[src/rtl/alu_shift_pkg.sv]
// Shared definitions for the sequential shift/rotate unit: mode codes,
// FSM state encoding and the effective-amount rule.
package alu_shift_pkg;

   localparam logic [2:0] MODE_LSL = 3'b000;
   localparam logic [2:0] MODE_LSR = 3'b001;
   localparam logic [2:0] MODE_ASR = 3'b010;
   localparam logic [2:0] MODE_ROR = 3'b011;
   localparam logic [2:0] MODE_ROL = 3'b100;

   typedef enum logic [1:0] {
      ST_IDLE  = 2'd0,
      ST_SHIFT = 2'd1,
      ST_DONE  = 2'd2
   } state_t;

   // Rotates wrap modulo the width; shifts saturate at the width, since
   // shifting further changes nothing. Illegal modes do no work at all.
   function automatic int unsigned calc_eff(input int unsigned amt,
                                            input logic [2:0]  mode,
                                            input int unsigned len);
      int unsigned eff;
      eff = 0;
      case (mode)
         MODE_ROR, MODE_ROL:           eff = amt % len;
         MODE_LSL, MODE_LSR, MODE_ASR: eff = (amt > len) ? len : amt;
         default:                      eff = 0;
      endcase
      return eff;
   endfunction

endpackage

[src/rtl/alu_shift_step.sv]
// Combinational single-step shifter: moves data by k bits (0..STEP) in the
// given mode, reporting the last bit moved out and any LSL sign change.
module alu_shift_step
   import alu_shift_pkg::*;
#(
   parameter int LEN  = 8,
   parameter int STEP = 1,
   parameter int KW   = $clog2(STEP + 1)
) (
   input  logic [LEN-1:0] data,
   input  logic [KW-1:0]  k,
   input  logic [2:0]     mode,
   output logic [LEN-1:0] data_out,
   output logic           carry_out,
   output logic           v_step
);

   logic [LEN-1:0] tmp;
   logic           cy;
   logic           vs;

   // Unrolled chain of single-bit moves so carry and overflow follow each bit.
   always_comb begin
      // NOTE: every variable gets a default before any branch so no path can
      // leave it unassigned and infer a latch; blocking '=' is correct here
      // because each unrolled stage must see the previous stage's value.
      tmp = data;
      cy  = 1'b0;
      vs  = 1'b0;
      for (int j = 0; j < STEP; j++) begin
         if (j < int'(k)) begin
            case (mode)
               MODE_LSL: begin
                  cy  = tmp[LEN-1];
                  tmp = {tmp[LEN-2:0], 1'b0};
                  vs  = vs | (cy ^ tmp[LEN-1]);
               end
               MODE_LSR: begin
                  cy  = tmp[0];
                  tmp = {1'b0, tmp[LEN-1:1]};
               end
               MODE_ASR: begin
                  cy  = tmp[0];
                  tmp = {tmp[LEN-1], tmp[LEN-1:1]};
               end
               MODE_ROR: begin
                  tmp = {tmp[0], tmp[LEN-1:1]};
                  cy  = tmp[LEN-1];
               end
               MODE_ROL: begin
                  tmp = {tmp[LEN-2:0], tmp[LEN-1]};
                  cy  = tmp[0];
               end
               default: begin
                  tmp = tmp;
               end
            endcase
         end
      end
      data_out  = tmp;
      carry_out = cy;
      v_step    = vs;
   end

endmodule

[src/rtl/alu_seq_shifter.sv]
// Multi-cycle shift/rotate unit with valid/ready on both sides and NZCV
// flags. Shifts up to STEP bits per cycle until the remaining amount is 0.
module alu_seq_shifter
   import alu_shift_pkg::*;
#(
   parameter int LEN  = 8,
   parameter int AW   = 4,
   parameter int STEP = 1
) (
   input  logic           clk,
   input  logic           rst,
   input  logic           in_valid,
   output logic           in_ready,
   input  logic [LEN-1:0] a,
   input  logic [AW-1:0]  amt,
   input  logic [2:0]     mode,
   output logic           out_valid,
   input  logic           out_ready,
   output logic [LEN-1:0] result,
   output logic           n,
   output logic           c,
   output logic           z,
   output logic           v
);

   localparam int KW = $clog2(STEP + 1);

   state_t         state, state_nx;
   logic [LEN-1:0] work;
   logic [LEN-1:0] step_data;
   logic           step_c;
   logic           step_v;
   logic [AW-1:0]  rem;
   logic [AW-1:0]  rem_nx;
   logic [AW-1:0]  eff;
   logic [AW-1:0]  k_full;
   logic [KW-1:0]  k;
   logic [2:0]     mode_q;
   logic           force_c0;
   logic           accept;

   assign eff    = AW'(calc_eff(32'(amt), mode, LEN));
   assign k_full = (rem > AW'(STEP)) ? AW'(STEP) : rem;
   assign k      = KW'(k_full);
   assign rem_nx = rem - k_full;

   alu_shift_step #(
      .LEN  (LEN),
      .STEP (STEP),
      .KW   (KW)
   ) u_step (
      .data      (work),
      .k         (k),
      .mode      (mode_q),
      .data_out  (step_data),
      .carry_out (step_c),
      .v_step    (step_v)
   );

   // State register.
   always_ff @(posedge clk or posedge rst) begin
      // NOTE: sequential state uses non-blocking '<=' so every register
      // samples its inputs from before the edge, independent of block order.
      if (rst) state <= ST_IDLE;
      else     state <= state_nx;
   end

   // Next-state logic and handshake outputs.
   always_comb begin
      state_nx  = state;
      in_ready  = 1'b0;
      out_valid = 1'b0;
      accept    = 1'b0;
      case (state)
         ST_IDLE: begin
            in_ready = 1'b1;
            if (in_valid) begin
               accept   = 1'b1;
               state_nx = (eff == '0) ? ST_DONE : ST_SHIFT;
            end
         end
         ST_SHIFT: begin
            if (rem_nx == '0) state_nx = ST_DONE;
         end
         ST_DONE: begin
            out_valid = 1'b1;
            if (out_ready) state_nx = ST_IDLE;
         end
         default: state_nx = ST_IDLE;
      endcase
   end

   // Datapath: latch the command, step the working value, publish on finish.
   always_ff @(posedge clk or posedge rst) begin
      if (rst) begin
         work     <= '0;
         rem      <= '0;
         mode_q   <= MODE_LSL;
         force_c0 <= 1'b0;
         result   <= '0;
         n        <= 1'b0;
         c        <= 1'b0;
         z        <= 1'b0;
         v        <= 1'b0;
      end else if (accept) begin
         work     <= a;
         rem      <= eff;
         mode_q   <= mode;
         // Shifting past the full width pushes out only fill zeros.
         force_c0 <= ((mode == MODE_LSL) || (mode == MODE_LSR)) && (amt > AW'(LEN));
         c        <= 1'b0;
         v        <= 1'b0;
         if (eff == '0) begin
            result <= a;
            n      <= a[LEN-1];
            z      <= (a == '0);
         end
      end else if (state == ST_SHIFT) begin
         work <= step_data;
         rem  <= rem_nx;
         c    <= force_c0 ? 1'b0 : step_c;
         v    <= v | step_v;
         if (rem_nx == '0) begin
            result <= step_data;
            n      <= step_data[LEN-1];
            z      <= (step_data == '0);
         end
      end
   end

endmodule

[config.mk]
export PLATFORM = sky130hd
export DESIGN_NAME = alu_seq_shifter
export DESIGN_NICKNAME = d
export VERILOG_FILES = /design/src/rtl/alu_shift_pkg.sv /design/src/rtl/alu_shift_step.sv /design/src/rtl/alu_seq_shifter.sv
export SDC_FILE = /design/constraint.sdc
export NUM_CORES = 1
export LEC_CHECK = 0
export ABC_AREA = 1
export CAP_MARGIN = 20
export CORE_MARGIN = 2
export CORE_UTILIZATION = 42
export CTS_CLUSTER_SIZE = 16
export DETAILED_ROUTE_END_ITERATION = 12
export PLACE_DENSITY = 0.67
export SLEW_MARGIN = 20
export SYNTH_ARGS = -nofsm -noshare
export SYNTH_HDL_FRONTEND = slang
export SYNTH_SLANG_ARGS = --single-unit
export TNS_END_PERCENT = 30
[constraint.sdc]
create_clock -name clk -period 2.6 [get_ports clk]
set_clock_uncertainty 0.1 [all_clocks]
set_input_delay 0.26 -clock clk [delete_from_list [all_inputs] [get_ports clk]]
set_output_delay 0.26 -clock clk [all_outputs]
set_load 0.1 [all_outputs]
==> metrics.md, run 1 <==
| Metric | Value |
|---|---|
| Post-synthesis sequential area ratio | a little over two fifths |
| Area added between synthesis and finish | 22.03% |
| Distinct cells, synth | 32 |
| CP endpoint kind | flop |
| Worst-skew pair later-pin latency | ~0.27 ns |
| Critical path peak fanout | 13 |
| Clk slew on worst S/H paths | roughly 0.060 ns |
| Clock Tree Buf Depth | 2 |
| Remaining antenna violation count | 0 |
| CP Capture Point | z$_DFFE_PP0P_ |
| Initial antenna violation count | 0 |
| Final period utilization | 80.43% |
| Core area | between 3000 and 4000 um^2 |
| Simple-gate share of the synthesized area | 31.88% |
| PostCTS Resize Cnt | 0 |
| Via density | around 5 |
| Initial Util | between 40 and 50% |
| Max-slew violations | 0 |
| Slowest-stage cell, CP | dfrtp_1 |
| Setup_tns | 0 ns |
| Crit path largest cell delay | slightly below 0.4 ns |
| TritonRoute pass-1 iters | 4 |
| CTS root buffer | clkbuf_8 |
| Kind of critical path | reg2reg |
| Reg-to-Reg End | z$_DFFE_PP0P_ |
| Die height | 68.12 um |
| Mapped cell area | 1727 um^2 |
| Critical path origin | rem[1]$_DFFE_PP0P_ |
| Synth Register Bits | 29 |
| Min-Delay Path Class | in2async |
| CTS Sinks | 29 |
| Fmax | about 0.48 GHz |
| Post-DP HPWL | 3.098 mm |
| EDFF count, synth | 0 |
| Adder-Cell Fraction of Synth Area | under 10% |
| Worst Setup Start Kind | flop |
| RSZ-0062 raised after global routing | false |
| Cts bufs inserted | 5 |
| DRC violations left | 0 |
| Max-Cap Viols | 0 |
| Most frequent cell after synthesis | nand2_1 |
| Vias in the first global route | about 1.5k |
| Layout cells sized above 1 | ~15% |
| Number of vias in the routed layout | approximately 1.6k |
| Final setup viols | 0 |
| Status | finished clean |
| Largest family of logic cells by synthesized area | simple AND/OR/NAND/NOR gates |
| Die area | 4640 um^2 |
| Gr usage total | roughly a fifth |
| Area share of the largest cell type after synthesis | between 40% and 50% |
| First-pass GRT wire length | a little under 7 mm |
| Leading area contributor after synthesis | dfrtp_1 |
| Worst reg-to-reg setup slack | approximately 0.51 ns |
| Largest net degree at the start of global routing | 30 |
| Fraction of registers with async set/reset | 100.0% |
| FF-to-FF Start | rem[1]$_DFFE_PP0P_ |
| WP data required | approximately 2.7 ns |
| Syn_nets | ~250 |
| Mux contribution to synthesized area | 0% |
| Post-CTS setup buffer count | 0 |
| Fin nets | between 200 and 300 |
| Ys flop type | dfrtp_1 |
| Hold Fails Final Rpt | 0 |
| CTS tree | built |
| Iteration-0 DRC Markers | 183 |
| Die width | between 60 and 70 um |
| Warnings from Yosys | 0 |
| Overflow after GRT | 0 |
| CP arrival | 2.15 ns |
| Avg Inst Size Synth | between 7 and 8 um^2 |
| Commonest cells post-synth | nand2_1, dfrtp_1, o21ai_0 |
| ANT cells | 0 |
| Worst slew pin tran | 0.3770 ns |
| CTS H-Tree Depth | 2 |
| Total Wirelength | between 4 and 5 mm |
| Compound-cell area share of the yosys netlist | about 16% |
| Tmin final | ~2.1 ns |
| Reg2Reg Depth | 12 |
| Routed len/inst | 12.68 um |
| Hold_buf cts | 0 |
| Port Buf Inserts | 32 |
| Rows | 23 |
| Boundary pin count | 33 |
| Largest cells by area after synthesis | dfrtp_1, nand2_1, o21ai_0 |
| Slew HR | between 70 and 80% |
| Post-synthesis instance total | approximately 230 |
| Synth Area in XOR/XNOR | less than 1% |
| CP cell instances | inv_2 -> nand2_1 -> o21ai_2 -> inv_1 -> ha_1 -> xor2_1 -> nor2_1 -> nand4_1 -> nand2_2 -> inv_2 -> nor2_1 -> a21oi_1 |
| GPL Wtd Cong | 0.8742 |
per-layer routing:
layer	wire [um]	GRT usage (%)	part of all wire (%)	vias up
met5	0	0	0	-
met4	42	7.000	1.0	0
met3	157	3.454	3.9	5
met2	1819	29.98	45	37
met1	1988	29.56	50	722
li1	-	-	-	831
critical path, delay by kind of cell (launching register included):
| kind | cells | cell delay, ns |
|---|---|---|
| xor gates and xnor gates | 1 | 0.16 |
| adders and majority gates | 1 | 0.20 |
| AOI/OAI and AO/OA | 2 | 0.28 |
| and+or+nand+nor | 5 | 0.57 |
| DFF | 1 | 0.39 |
| buffers and inverters | 3 | 0.28 |
flip-flops by register name, summed over array words and instances, names as in the netlist:
name / cells
rem: 4
force_c0: 1
work: 8
mode_q: 3
z: 1
state: 2
c: 1
v: 1
result: 8
logic make-up (layout without fill, tap and decap cells):
kind of cell	Yosys count	count (layout)
compound gates	49	49
xor+xnor	1	1
fa+ha+maj	2	2
buf+inv	30	63
flops	29	29
simple gates	122	122
metrics by stage:
step / std cells / utilization, % / area, um^2 / hold slack (ns) / setup slack (ns)
floorplan: 233 / - / 1727 / 0.2381 / 0.2484
global placement: 310 / 51.20 / 2033 / 0.3822 / 0.6072
detailed placement: 310 / 51.20 / 2033 / 0.3793 / 0.5175
CTS: 316 / 53.06 / 2107 / 0.2666 / 0.5138
global route: 316 / 53.06 / 2107 / 0.2969 / 0.2423
finish: 316 / 53.06 / 2107 / 0.2538 / 0.5089
layout by cell type, fill, tap and decap left out, types with 2 or more instances in the layout:
master	count
nand2_1	78
buf_4	15
clkbuf_8	5
nand2_4	3
dfrtp_1	29
o21ai_1	12
a21oi_1	4
o22ai_1	3
nor2_1	15
nand3_1	14
nand4_1	3
inv_1	16
nand2_2	2
ha_1	2
o21ai_0	22
inv_2	7
o21ai_2	2
clkdlybuf4s50_1	18
o221ai_1	2
nor2_4	2
area by class of cell:
class	instances	area, um^2
Clock buffer	5	68.82
Tap cell	50	62.56
Clock inverter	1	5.005
Sequential cell	29	725.7
Multi-Input combinational cell	174	859.6
Timing Repair Buffer	33	292.8
Fill cell	405	1864
Inverter	24	92.59
worst min-delay path by stage:
stage | from | endpoint | slack (ns) | depth (start not counted)
final | rst | work[4]$_DFFE_PP0P_ | 0.25 | 3
after global placement | c$_DFFE_PP0P_ | c$_DFFE_PP0P_ | 0.38 | 2
after global routing | rst | result[4]$_DFFE_PP0P_ | 0.30 | 3
after floorplan | rst | c$_DFFE_PP0P_ | 0.24 | 1
after detailed placement | result[4]$_DFFE_PP0P_ | result[4]$_DFFE_PP0P_ | 0.38 | 2
after CTS | rst | result[4]$_DFFE_PP0P_ | 0.27 | 3
Power of run 1 is left out: the tool's default activity adds up to more than one toggle a clock period on the data nets, which glitch-free logic cannot reach.
==> inputs of run 2 (changes only) <==
Clock period 2.6 ns to 2.1 ns, I/O delays scaled along.
==> run 2 against run 1 <==
Compared with the run above:
- global-route usage up 0.25 points
- via count up 3.9%
- utilization up 3.1 points
- critical path depth unchanged
- sequential share of layout area down 1.9 points
==> metrics.md, run 2 (synthesized netlist as in run 1, its figures left out) <==
| Metric | Value |
|---|---|
| Status | finished clean |
| Hold_buf cts | 0 (unchanged) |
| Layout cells sized above 1 | 18.25% (+3.2 points) |
| Area added between synthesis and finish | 29.13% |
| CP endpoint kind | flop |
| TritonRoute pass-1 iters | 4 (unchanged) |
| CP arrival | 2.04 ns (-0.11 ns) |
| Final period utilization | 93.08% (+13 points) |
| CTS Sinks | 29 (unchanged) |
| Worst-skew pair later-pin latency | 0.29 ns (+0.02 ns) |
| Post-DP HPWL | 3.072 mm (-0.84%) |
| FF-to-FF Start | rem[2]$_DFFE_PP0P_ |
| CTS H-Tree Depth | 2 (unchanged) |
| Core Util, Final | 56.14% (+3.1 points) |
| Worst slew pin tran | 0.3730 ns (-0.004031 ns) |
| CTS tree | built |
| Initial Util | 43.48% (unchanged) |
| Hold Fails Final Rpt | 0 (unchanged) |
| Fmax | 0.5116 GHz (+7.0%) |
| Vias in the first global route | 1,553 (+2.4%) |
| GPL Wtd Cong | 0.8517 (-2.6%) |
| WP data required | 2.18 ns (-0.48 ns) |
| Cts bufs inserted | 5 (unchanged) |
| Biggest regs | result (8), work (8), rem (4) |
| First-pass GRT wire length | 6.969 mm (+0.91%) |
| Fillers | 401 (-0.99%) |
| Port Buf Inserts | 32 (unchanged) |
| Max-Cap Viols | 0 (unchanged) |
| Final setup viols | 0 (unchanged) |
| ANT cells | 0 (unchanged) |
| Hold_ws | 0.1963 ns (-0.05751 ns) |
| Die height | 68.12 um (unchanged) |
| Die area | 4640 um^2 (unchanged) |
| Min-Delay Path Class | in2async |
| Worst Setup Start Kind | flop |
| Slew HR | 75.13% (+0.30 points) |
| Remaining antenna violation count | 0 (unchanged) |
| Rows | 23 (unchanged) |
| Largest net degree at the start of global routing | 30 (unchanged) |
| Highest-count cells in the layout ignoring fill and taps | nand2_1, dfrtp_1, o21ai_0, buf_4, clkdlybuf4s50_1 |
| DRC violations left | 0 (unchanged) |
| Critical path origin | rem[2]$_DFFE_PP0P_ |
| Routed len/inst | 13.00 um (+2.5%) |
| Total Wirelength | 4.211 mm (+5.1%) |
| Number of vias in the routed layout | 1,658 (+3.9%) |
| Kind of critical path | reg2reg |
| Die width | 68.12 um (unchanged) |
| CTS root buffer | clkbuf_8 |
| Clk slew on worst S/H paths | 0.07 ns (about the same) |
| Non-filler cells, final | 324 (+2.5%) |
| Commonest non-fill, non-tap cell in the layout | nand2_1 |
| Critical path peak fanout | 13 (unchanged) |
| Initial antenna violation count | 0 (unchanged) |
| Overflow after GRT | 0 (unchanged) |
| Placed insts | 312 (+0.65%) |
| Gr usage total | 20.42% (+0.25 points) |
| Tmin final | 1.955 ns (-0.1364 ns) |
| Boundary pin count | 33 (unchanged) |
| Max-slew violations | 0 (unchanged) |
| Clock Tree Buf Depth | 2 (unchanged) |
| Core area | 3971 um^2 (unchanged) |
| Iteration-0 DRC Markers | 129 (-30%) |
| Fin nets | 294 (+2.1%) |
| Via density | 5.117 (+1.4%) |
run 2: stage by stage:
step	instance area [um^2]	TNS, ns	setup WS [ns]
after floorplan	1729	0	0.01190
after global placement	2063	0	0.2004
after detailed placement	2063	0	0.1242
after CTS	2183	0	0.1101
after global routing	2230	-0.003634	-0.003634
final	2230	0	0.1453
run 2: routing by layer:
layer / global-route usage (%) / vias to the layer above / wire [um]
met5: 0 / - / 0
met4: 7.750 / 0 / 91
met3: 6.743 / 12 / 232
met2: 32.04 / 47 / 1876
met1: 26.10 / 751 / 2011
li1: - / 848 / -
run 2: what timing repair did:
item,in CTS,in global routing
resized for setup,0,4
setup endpoints to repair,0,9
setup buffers,0,4
run 2: critical path: stages (launching register included):
cell	delay [ns]
dfrtp_1	0.41
inv_2	0.07
nand2_2	0.07
o21ai_4	0.18
inv_1	0.06
ha_1	0.19
xor2_1	0.15
nor2_1	0.14
nand4_1	0.12
nand2_2	0.13
inv_4	0.08
nor2_1	0.09
a21oi_1	0.07
run 2: area by class of cell:
type / count / area (um^2) / share of cell area [%]
repair buffers: 39 / 354.1 / 15.88
clock buffers: 6 / 82.58 / 3.704
multi-input cells: 174 / 872.1 / 39.11
inverters: 24 / 95.09 / 4.265
well taps: 50 / 62.56 / 2.806
flip-flops and latches: 29 / 725.7 / 32.55
clock inverters: 2 / 37.54 / 1.684
run 2: path summary, 6_finish.rpt:
check                                              to  slack, ns  depth (start not counted)
min in group clk                result[2]$_DFFE_PP0P_       0.39                          2
worst max register to register          z$_DFFE_PP0P_       0.15                         12
worst min-delay path            result[5]$_DFFE_PP0P_       0.20                          3
worst max-delay path                    z$_DFFE_PP0P_       0.15                         12
max in group asynchronous          rem[3]$_DFFE_PP0P_       1.43                          3
worst min register to register  result[2]$_DFFE_PP0P_       0.39                          2
Power of run 2 is left out for the same reason.
